==> src/rtl/controle_giro_if.sv <==
// Request/feedback bundle between the path planner, controle_giro and the
// heading tracker. The master side is the environment (planner + tracker).
// The slave side is the turn-command initiator.
interface controle_giro_if;
  logic [2:0] alvo;
  logic       alvo_valido;
  logic       alvo_pronto;
  logic [2:0] orientacao;
  logic       girar;
  logic       ocupado;
  logic       concluido;
  logic       erro;
  logic [1:0] giros_feitos;

  modport master (
    output alvo, alvo_valido, orientacao,
    input  alvo_pronto, girar, ocupado, concluido, erro, giros_feitos
  );

  modport slave (
    input  alvo, alvo_valido, orientacao,
    output alvo_pronto, girar, ocupado, concluido, erro, giros_feitos
  );
endinterface

==> src/rtl/controle_giro.sv <==
// controle_giro: accepts a target heading and steps the heading tracker
// toward it with single-cycle girar pulses. Each step is confirmed against
// the tracker feedback before the next pulse is issued.
//
// Heading codes: Norte=001, Oeste=010, Leste=011, Sul=100.
// Turn order:    Norte -> Oeste -> Sul -> Leste -> Norte (index 0..3).
module controle_giro #(
  parameter int SETTLE_CYCLES = 2,  // idle cycles between a confirmed turn and the next pulse (1..15)
  parameter int TIMEOUT       = 8   // max ESPERA cycles waiting for feedback (2..15)
) (
  input logic           clockc3,
  input logic           reset,      // asynchronous, active low
  controle_giro_if.slave bus
);

  localparam logic [2:0] H_NORTE = 3'b001;
  localparam logic [2:0] H_OESTE = 3'b010;
  localparam logic [2:0] H_LESTE = 3'b011;
  localparam logic [2:0] H_SUL   = 3'b100;

  localparam logic [3:0] SETTLE_LAST  = 4'(SETTLE_CYCLES - 1);
  localparam logic [3:0] TIMEOUT_LAST = 4'(TIMEOUT - 1);

  typedef enum logic [2:0] {
    OCIOSO  = 3'd0,
    PULSO   = 3'd1,
    ESPERA  = 3'd2,
    ASSENTA = 3'd3,
    FIM     = 3'd4,
    ERRO    = 3'd5
  } estado_t;

  // Position of a heading in the turn order.
  function automatic logic [1:0] idx(input logic [2:0] h);
    case (h)
      H_NORTE: return 2'd0;
      H_OESTE: return 2'd1;
      H_SUL:   return 2'd2;
      H_LESTE: return 2'd3;
      default: return 2'd0;
    endcase
  endfunction

  // Heading reached after one turn from h.
  function automatic logic [2:0] succ(input logic [2:0] h);
    case (h)
      H_NORTE: return H_OESTE;
      H_OESTE: return H_SUL;
      H_SUL:   return H_LESTE;
      H_LESTE: return H_NORTE;
      default: return h;
    endcase
  endfunction

  function automatic logic legal(input logic [2:0] h);
    return (h == H_NORTE) || (h == H_OESTE) || (h == H_SUL) || (h == H_LESTE);
  endfunction

  estado_t    state, state_next;
  logic [3:0] cnt, cnt_next;             // ESPERA timeout / ASSENTA settle counter
  logic [1:0] restante, restante_next;   // turns still to be confirmed
  logic [2:0] esperado, esperado_next;   // heading expected after the current pulse
  logic [2:0] anterior, anterior_next;   // heading seen during the pulse
  logic [1:0] giros, giros_next;
  logic       erro_q, erro_next;
  logic       girar_q, girar_next;
  logic [1:0] needed;

  // Turns needed: distance in the cyclic order, wraps naturally in 2 bits.
  assign needed = idx(bus.alvo) - idx(bus.orientacao);

  // State and datapath registers; async reset clears everything including girar.
  always_ff @(posedge clockc3 or negedge reset) begin
    if (!reset) begin
      state    <= OCIOSO;
      cnt      <= 4'd0;
      restante <= 2'd0;
      esperado <= H_NORTE;
      anterior <= H_NORTE;
      giros    <= 2'd0;
      erro_q   <= 1'b0;
      girar_q  <= 1'b0;
    end else begin
      state    <= state_next;
      cnt      <= cnt_next;
      restante <= restante_next;
      esperado <= esperado_next;
      anterior <= anterior_next;
      giros    <= giros_next;
      erro_q   <= erro_next;
      girar_q  <= girar_next;
    end
  end

  // Next-state and datapath updates.
  always_comb begin
    state_next    = state;
    cnt_next      = cnt + 4'd1;
    restante_next = restante;
    esperado_next = esperado;
    anterior_next = anterior;
    giros_next    = giros;
    erro_next     = erro_q;

    case (state)
      OCIOSO: begin
        if (bus.alvo_valido) begin
          erro_next  = 1'b0;
          giros_next = 2'd0;
          if (!legal(bus.alvo) || !legal(bus.orientacao)) begin
            state_next = ERRO;
          end else if (needed == 2'd0) begin
            state_next = FIM;
          end else begin
            restante_next = needed;
            state_next    = PULSO;
          end
        end
      end
      PULSO: begin
        // Tracker has not moved yet: this is the pre-pulse heading.
        esperado_next = succ(bus.orientacao);
        anterior_next = bus.orientacao;
        cnt_next      = 4'd0;
        state_next    = ESPERA;
      end
      ESPERA: begin
        if (bus.orientacao == esperado) begin
          giros_next    = giros + 2'd1;
          restante_next = restante - 2'd1;
          cnt_next      = 4'd0;
          state_next    = (restante == 2'd1) ? FIM : ASSENTA;
        end else if (bus.orientacao != anterior) begin
          state_next = ERRO;
        end else if (cnt == TIMEOUT_LAST) begin
          state_next = ERRO;
        end
      end
      ASSENTA: begin
        if (cnt == SETTLE_LAST) begin
          state_next = PULSO;
        end
      end
      FIM:     state_next = OCIOSO;
      ERRO:    state_next = OCIOSO;
      default: state_next = OCIOSO;
    endcase

    // erro rises together with the ERRO state and holds until the next request.
    if (state_next == ERRO) begin
      erro_next = 1'b1;
    end
  end

  // girar comes straight from a flop that is high exactly in PULSO.
  always_comb begin
    girar_next = (state_next == PULSO);
  end

  assign bus.girar        = girar_q;
  assign bus.alvo_pronto  = (state == OCIOSO);
  assign bus.ocupado      = (state != OCIOSO);
  assign bus.concluido    = (state == FIM);
  assign bus.erro         = erro_q;
  assign bus.giros_feitos = giros;

endmodule

==> src/flat_wrapper.sv <==
// flat-port wrapper written by rule: the top's interface ports become plain ports
module controle_giro_flat 
#(
  parameter int SETTLE_CYCLES = 2,                                                                    
  parameter int TIMEOUT       = 8                                                    
)
  (clockc3, reset, bus_alvo, bus_alvo_valido, bus_orientacao, bus_alvo_pronto, bus_girar, bus_ocupado, bus_concluido, bus_erro, bus_giros_feitos);
  controle_giro_if bus_i ();
  input logic clockc3;
  input logic reset;
  input wire logic [$bits(bus_i.alvo)-1:0] bus_alvo;
  input wire logic [$bits(bus_i.alvo_valido)-1:0] bus_alvo_valido;
  input wire logic [$bits(bus_i.orientacao)-1:0] bus_orientacao;
  output wire logic [$bits(bus_i.alvo_pronto)-1:0] bus_alvo_pronto;
  output wire logic [$bits(bus_i.girar)-1:0] bus_girar;
  output wire logic [$bits(bus_i.ocupado)-1:0] bus_ocupado;
  output wire logic [$bits(bus_i.concluido)-1:0] bus_concluido;
  output wire logic [$bits(bus_i.erro)-1:0] bus_erro;
  output wire logic [$bits(bus_i.giros_feitos)-1:0] bus_giros_feitos;
  assign bus_i.alvo = bus_alvo;
  assign bus_i.alvo_valido = bus_alvo_valido;
  assign bus_i.orientacao = bus_orientacao;
  assign bus_alvo_pronto = bus_i.alvo_pronto;
  assign bus_girar = bus_i.girar;
  assign bus_ocupado = bus_i.ocupado;
  assign bus_concluido = bus_i.concluido;
  assign bus_erro = bus_i.erro;
  assign bus_giros_feitos = bus_i.giros_feitos;
  controle_giro #(.SETTLE_CYCLES(SETTLE_CYCLES), .TIMEOUT(TIMEOUT)) u_core (.clockc3(clockc3), .reset(reset), .bus(bus_i));
endmodule
==> config.mk <==
export PLATFORM = sky130hd
export DESIGN_NAME = controle_giro_flat
export DESIGN_NICKNAME = d
export VERILOG_FILES = /design/src/rtl/controle_giro_if.sv /design/src/rtl/controle_giro.sv /design/src/flat_wrapper.sv
export SDC_FILE = /design/constraint.sdc
export NUM_CORES = 1
export LEC_CHECK = 0
export ABC_AREA = 0
export ABC_CLOCK_PERIOD_IN_PS = 2150
export CORE_MARGIN = 2
export CORE_UTILIZATION = 40
export CTS_BUF_LIST = sky130_fd_sc_hd__clkbuf_4 sky130_fd_sc_hd__clkbuf_8 sky130_fd_sc_hd__clkbuf_16
export CTS_CLUSTER_SIZE = 12
export DETAILED_ROUTE_END_ITERATION = 6
export REMOVE_ABC_BUFFERS = 1
export SLEW_MARGIN = 20
export SYNTH_ARGS = -nofsm -noshare
export SYNTH_HDL_FRONTEND = slang
export SYNTH_SLANG_ARGS = --single-unit
export TNS_END_PERCENT = 5
==> constraint.sdc <==
create_clock -name clockc3 -period 2.15 [get_ports clockc3]
set_clock_uncertainty 0.2 [all_clocks]
set_input_delay 0.215 -clock clockc3 [delete_from_list [all_inputs] [get_ports clockc3]]
set_output_delay 0.215 -clock clockc3 [all_outputs]
set_load 0.01 [all_outputs]
# == Word-level counts from Yosys, hierarchy flattened ==
# Index checks and enable logic that the tools add are counted.
# word_totals
register_bits,19
inputBits,9
out_inout_bits,7
wordCells,78
# classes
addsub,4
n_eq_ne,23
muxes,25
reduce_logical,18
# ops
operator,n
$mux 3,8
$pmux 3 s4,2
$eq 3x2->1 const B,6
$eq 3x1->1 const B,4
$eq 3x3->1 const B,4
$mux 2,6
$pmux 2 s3,2
$pmux 2 s2,2
$pmux 4 s2,1
$logic_or 1x1->1,7
$ne 2x2->1 const B,3
$reduce_bool 2->1,3
$reduce_and 5->1,1
$add 4x1->4 const B,1
$eq 4x1->1 const B,1
$eq 4x3->1 const B,1
$mux 4,1
$eq 3x3->1,1
$logic_not 3->1,1
$mux 1,3
$ne 3x3->1,1
$reduce_and 3->1,1
$reduce_bool 3->1,1
$add 2x1->2 const B,1
7 further kinds,8

# == Longest topological paths before layout ==
# Gate-level depths: netlist of run 1.
# logic_depth
ltp_word,12
depth_mapped,7
mapped_depth_nobuf,7

# == Worst setup path before layout of run 1 ==
# Ideal clock, no wire load.
# synth_timing
path_type,register to register
start,reg u_core.state[2]
end,reg u_core.restante[0]
setup_ps,127
arrival_ps,1674
required_ps,1823
setup_slack_ps,149
path_stages_with_launch,8
path_buffers,1
period_less_slack_ps,2001
path_cell_list,dfrtp_1 clkbuf_1 or3_1 inv_1 nand2_1 a2111o_1 nand3_1 o21ai_0
# synth_via
elab_chain_len,3
word_cells_on_any_way,9
cone_classes,5 x eq/ne; 1 x mux; 3 x reduce/logical
# synth_lines
element,line_no,source
start: declaration,controle_giro.sv:59,"estado_t state, state_next;"
start signal: assignment,controle_giro.sv:84,state <= state_next;
$logic_not 3->1 (*),--,
net bus_alvo_pronto,flat_wrapper.sv:14,output wire logic [$bits(bus_i.alvo_pronto)-1:0] bus_alvo_pronto;
$ne 2x2->1 (no line) / $reduce_bool 2->1 (equally long branches),--,
$reduce_and 5->1 (no line),--,
end signal: assignment,controle_giro.sv:86,restante <= restante_next;
end: declaration,controle_giro.sv:61,"logic [1:0] restante, restante_next;"
# The timed path passes the listed nets; every way through them passes the cells marked *.
# A chain may end at the register's enable or synchronous reset.

# == Worst setup path after layout of run 1 ==
# layout_timing
start,in bus_alvo[0]
end,reg u_core.girar_q (netlist: u_core.bus.girar)
# layout_via
elab_chain_len,10
word_cells_on_any_way,17
cone_classes,1 x add/sub; 5 x eq/ne; 5 x mux; 6 x reduce/logical
# layout_lines
element,line_no,source
start: declaration,flat_wrapper.sv:11,input wire logic [$bits(bus_i.alvo)-1:0] bus_alvo;
"parallel branches: the longest is 6 deep, another holds $sub 2x2->2",--,
$mux 3 (*),controle_giro.sv:110,if (!legal(bus.alvo) || !legal(bus.orientacao)) begin
$mux 3 (*),controle_giro.sv:107,if (bus.alvo_valido) begin
$pmux 3 s4 (*),controle_giro.sv:105,case (state)
$eq 3x1->1 (*),controle_giro.sv:157,girar_next = (state_next == PULSO);
net u_core.girar_next,controle_giro.sv:66,"logic girar_q, girar_next;"
end signal: assignment,controle_giro.sv:91,girar_q <= girar_next;
end: declaration,controle_giro.sv:66,
# Mark *: on every way through the listed nets, which the timed path passes.

==> results of run 1 <==
per-stage QoR:
step / instances / area, sq um / setup TNS, ps
finish: 189 / 1600 / 0
global route: 189 / 1600 / 0
CTS: 189 / 1540 / 0
detailed placement: 185 / 1510 / -1560
global placement: 185 / 1510 / -1260
floorplan: 117 / 1150 / 0
what timing repair did:
item | 4_1_cts | 5_1_grt
gates resized for setup | 2 | 12
setup endpoints to repair | 2 | 6
pin swaps | 0 | 4
worst max-delay path by stage:
| stage | startpoint | end | slack [ps] | cells after the start |
|---|---|---|---|---|
| after floorplan | u_core.state[2] | u_core.anterior[1] | 120 | 2 |
| after global placement | bus_orientacao[2] | u_core.state[0] | -250 | 8 |
| after detailed placement | bus_orientacao[1] | u_core.bus.girar | -320 | 8 |
| after CTS | u_core.state[1] | bus_alvo_pronto | 4 | 3 |
| after global routing | u_core.cnt[0] | u_core.state[0] | 8 | 7 |
| final | bus_alvo[0] | u_core.bus.girar | 80 | 7 |
final cells by class:
class	instances	area, sq um
clock buffers	4	30.0
well taps	31	38.8
inverters	6	22.5
repair buffers	37	324
fillers	258	1180
multi-input cells	92	709
flip-flops and latches	19	478
flip-flops by register name, indices dropped and copies added (netlist names):
| name | cells |
|---|---|
| u_core.bus.giros_feitos | 2 |
| u_core.esperado | 3 |
| u_core.cnt | 4 |
| u_core.anterior | 3 |
| u_core.restante | 2 |
| u_core.bus.girar | 1 |
| u_core.bus.erro | 1 |
| u_core.state | 3 |
layer usage:
layer | vias to the layer above | track usage (%)
met4 | 0 | 3.99
met5 | - | 0
met1 | 454 | 20.6
met3 | 2 | 3.96
li1 | 517 | -
met2 | 14 | 29.1
cell families (layout without fill, tap and decap cells):
family / count (synthesis) / in the layout
AO/OA/AOI/OAI: 23 / 23
XOR/XNOR: 9 / 9
adder cells (fa/ha/maj): 4 / 4
buffers and inverters: 11 / 47
flip-flops: 19 / 19
multiplexers: 8 / 8
AND/OR/NAND/NOR: 48 / 48
synthesized netlist by cell type (all sizes together) (4+ instances only):
cell   count  area share (%)
a21oi      4             1.7
dfrtp     17              36
ha         4             4.2
inv        6             1.9
mux2       4             3.8
mux2i      4             3.4
nand2      6             1.9
nand3      6             2.5
nor2      11             3.5
nor3       5             2.1
o21ai      9             3.8
xnor2      8             5.9
power groups by stage:
stage,registers (W),clock network (W),logic [W]
finish,0.000653,0.000188,0.00114
CTS,0.000649,0.000199,0.00109
global placement,0.000651,0,0.00106
detailed placement,0.000655,0,0.00108
global route,0.000678,0.000212,0.00127
floorplan,0.000672,0,0.000578
==> impl_metrics.ini, run 1 <==
[detailed_routing]
num_vias = 987
wl_met3_um = 78
top_layer_used = met4
drt-initial-drc-count = 31
first_pass_iters = 3
drt-total-wl_mm = 2.46
drt-met1-wl_mm = 1.15
ant_nets = 0
drc = 0
vias_per_cell = 5.22
routedWlPerCell_um = 13.0
dr_wl_met2_mm = 1.22

[synthesis]
synth_compound_area_share_pct = 13.7
syn_area_sq_mm = 0.00118
synth-simple-area-share_pct = 23.5
syn_inst = 122
ys.flop_type = dfrtp_1
avgSynthCellArea_sq_um = 9.69
ys_seq_area_share_pct = 40.4
synth_top_family_by_area = simple AND/OR/NAND/NOR gates
synth_xor_area_share_pct = 6.67
yosys_register_bits = 19
synth-async-reset-ratio_pct = 100
yosysWarnings = 0
synthMuxAreaShare_pct = 7.20
synth_enable_flop_cells = 0
yosys.cell_types.count = 39
synth_fa_ha_area_share_pct = 4.23

[final_layout]
drive_gt1_share_pct = 30.4
fin_util_pct = 57.6
mostFrequentLayoutCell = buf_4
final_cell_mix = 22 x buf_4, 17 x dfrtp_1, 10 x nor2_1, 10 x clkdlybuf4s50_1, 9 x o21ai_0
nets = 172
antennaDiodeCount = 0
area_growth_pct = 35.6

[worst_setup_path]
max_stage_delay_ps = 530
crit_path_end_kind = flip-flop
worst-path-buf-inv = 2
crit_chain = clkdlybuf4s50_1 -> o21a_1 -> or4_4 -> a41oi_2 -> a31oi_2 -> buf_4 -> nor4b_4
required_ps = 2150
critPathKind = primary input to flip-flop
r2r-start = u_core.cnt[0]
cp.arrival_ps = 2080
crit_path_start_kind = primary input
worst-path-max-fanout = 5
r2r-end = u_core.bus.girar
crit_family = simple AND/OR/NAND/NOR gates
reg2reg_slack_ps = 110
r2r_cells = 7
worst_path_max_delay_cell = or4_4

[placed_design]
routabilityCongestion = 0.756
port_buffers = 15
dpl.hpwl_mm = 1.96
post-place-ws_ps = -323

[floorplan]
io_pins = 16
start_util_pct = 42.5
die_h_um = 58.4
core_area_sq_mm = 0.00278
fp-row-count = 19
fp.dieW_um = 58.4
dieArea_sq_mm = 0.00341

[pwr]
finalPower_w = 0.00198
clock_power_share_pct = 9.5
power.switching_w = 0.000738
peakVddDrop_mv = 1.03
power_frac_comb_pct = 57.6
leakage_nw = 0.725
power_density_mw_per_mm2 = 1240
p_int_w = 0.00124
seqPwrFrac_pct = 32.9
swShare_pct = 37.3

[clock_tree]
cts.path.max_buffers = 2
cts_made_buffers = 3
htreeDepth = 1
path_clk_slew_ps = 110
cts_setup_buffers = 0
ctsHoldBuffers = 0
cts_tree = yes
cts_num_sinks = 19
clk_latency_ps = 290
cts_root_buf = clkbuf_4

[timing]
worstMarginPinSlew_ps = 324
max_freq_mhz = 482
finalWorstSetupSlack_ps = 77.4
finalCritPeriodShare_pct = 96.4
relSlewSlack_pct = 78.3
setup_viol = 0
slew_violations = 0
rsz0062_at_grt = false
finalCriticalPeriod_ps = 2070
hold-worst-slack_ps = 35.8
hold_violations = 0

[flow_run]
maxCapViolCount = 0

[global_route]
grt_max_degree = 20
first_global_vias = 984
antenna_found_initial = 0
gr-total-overflow = 0
grt_pass1_wl_mm = 4.30
track_usage_pct = 16.6

[min_path]
hold_class = primary input to async pin

[outcome]
status = completed
(Power assumes the default switching activity.)
==> run 2, diff against run 1 <==
--- a/config.mk
+++ b/config.mk
@@ -7,6 +7,7 @@
 export LEC_CHECK = 0
 export ABC_AREA = 0
 export ABC_CLOCK_PERIOD_IN_PS = 2150
+export CORE_ASPECT_RATIO = 0.75
 export CORE_MARGIN = 2
 export CORE_UTILIZATION = 40
 export CTS_BUF_LIST = sky130_fd_sc_hd__clkbuf_4 sky130_fd_sc_hd__clkbuf_8 sky130_fd_sc_hd__clkbuf_16
==> run 2 against run 1 <==
Against the previous run: register-to-register slack is essentially flat; largest power group unchanged; first-iteration DRC count increased by 16%; via count is 5.5% higher; cell area grew 1.7%; total power increased by 3.7%; die area is 0.13% higher; clock-buffer cell count is the same; cell count is 3.2% higher; critical path depth down 4; clock power is 34% higher; sequential power hardly changed; hold slack better by 69 ps.
==> impl_metrics.ini, run 2 (synthesis results as in run 1) <==
[clock_tree]
cts.path.max_buffers = 2
path_clk_slew_ps = 70
cts_tree = yes
cts_made_buffers = 3
cts_num_sinks = 19
cts_root_buf = clkbuf_8
clk_latency_ps = 250
htreeDepth = 1

[final_layout]
nets = 171
final_cell_mix = 21 x buf_4, 17 x dfrtp_1, 11 x nor2_1
final_area_sq_mm = 0.00163
final_cells = 195
mostFrequentLayoutCell = buf_4
largest_reg_flops = 4
area_growth_pct = 37.9
drive_gt1_share_pct = 29.3
fin_util_pct = 56.8
antennaDiodeCount = 0
nFillCells = 251
largest-register = u_core.cnt

[global_route]
grt_pass1_wl_mm = 4.61
gr-total-overflow = 0
track_usage_pct = 17.8
grt_max_degree = 20
first_global_vias = 1034
antenna_found_initial = 0

[worst_setup_path]
cp.arrival_ps = 1640
crit_path_end_kind = output port
critPathKind = flip-flop to output port
crit_path_start_kind = flip-flop
r2r_cells = 6
worst-path-max-fanout = 4
reg2reg_slack_ps = 100
r2r-end = u_core.bus.girar
required_ps = 1740
r2r-start = u_core.esperado[0]

[timing]
worstMarginPinSlew_ps = 382
rsz0062_at_grt = false
slew_violations = 0
finalCriticalPeriod_ps = 2060
max_freq_mhz = 486
finalCritPeriodShare_pct = 95.6
hold-worst-slack_ps = 105
setup_viol = 0
relSlewSlack_pct = 74.5
hold_violations = 0

[detailed_routing]
first_pass_iters = 4
vias_per_cell = 5.34
routedWlPerCell_um = 13.9
drc = 0
drt-total-wl_mm = 2.72
num_vias = 1041
drt-initial-drc-count = 36
ant_nets = 0

[min_path]
hold_class = primary input to async pin

[pwr]
power.switching_w = 0.000756
peakVddDrop_mv = 0.725
clock_power_share_pct = 12.2
power_density_mw_per_mm2 = 1260
seqPwrFrac_pct = 31.8
finalPower_w = 0.00205
leakage_nw = 0.720
swShare_pct = 36.8
p_int_w = 0.00130
power_frac_comb_pct = 56.0

[placed_design]
placed_cells = 190
placed_area_sq_mm = 0.00150
dpl.hpwl_mm = 2.05
routabilityCongestion = 0.773
port_buffers = 15

[floorplan]
die_h_um = 51.1
fp-row-count = 17
core_area_sq_mm = 0.00287
io_pins = 16
dieArea_sq_mm = 0.00341
fp.dieW_um = 66.8
start_util_pct = 41.2

[outcome]
status = completed

[flow_run]
maxCapViolCount = 0
-- run 2: timing repair --
action | 4_1_cts | 5_1_grt
hold buffers | 0 | 0
setup endpoints to repair | 4 | 6
setup buffers | 0 | 1
pin swaps | 0 | 6
resized for setup | 6 | 10
-- run 2: per-layer routing --
layer	vias up	track usage (%)	wire (um)
met2	18	30.2	1300
met3	4	4.19	95
li1	511	-	-
met1	508	22.9	1280
met5	-	0	0
met4	0	4.08	39
-- run 2: final cells by class --
| type | instances | area (sq um) | share of cell area [%] |
|---|---|---|---|
| clock buffers | 4 | 48.8 | 2.99 |
| inverters | 6 | 22.5 | 1.38 |
| multi-input cells | 92 | 718 | 44.1 |
| flip-flops and latches | 19 | 478 | 29.3 |
| well taps | 38 | 47.5 | 2.92 |
| repair buffers | 36 | 315 | 19.3 |
-- run 2: how the worst max path moves through the flow --
stage,startpoint,endpoint,slack (ps)
after floorplan,u_core.state[2],u_core.anterior[1],120
after global placement,bus_orientacao[1],u_core.bus.girar,-240
after detailed placement,bus_orientacao[1],u_core.bus.girar,-320
after CTS,bus_alvo[0],u_core.bus.girar,-20
after global routing,u_core.esperado[0],u_core.bus.girar,20
final,u_core.state[1],bus_alvo_pronto,90
-- run 2: stage by stage --
| step | TNS, ps | setup WS [ps] |
|---|---|---|
| 3_5_place_dp | -1630 | -321 |
| 5_1_grt | 0 | 22.4 |
| 6_report | 0 | 93.6 |
| 3_3_place_gp | -1190 | -239 |
| 2_1_floorplan | 0 | 118 |
| 4_1_cts | -15.7 | -15.7 |
-- run 2: power by group through the flow --
stage | Combinational [W] | Sequential (W) | Clock [W]
floorplan | 0.000578 | 0.000672 | 0
global placement | 0.00104 | 0.000648 | 0
detailed placement | 0.00106 | 0.000654 | 0
CTS | 0.00108 | 0.000650 | 0.000263
global route | 0.00127 | 0.000680 | 0.000287
finish | 0.00115 | 0.000654 | 0.000251
-- run 2: critical path, stage by stage, from the launching register on --
cell	delay [ps]
dfrtp_1	380
or3_4	410
inv_1	80
clkdlybuf4s50_1	530
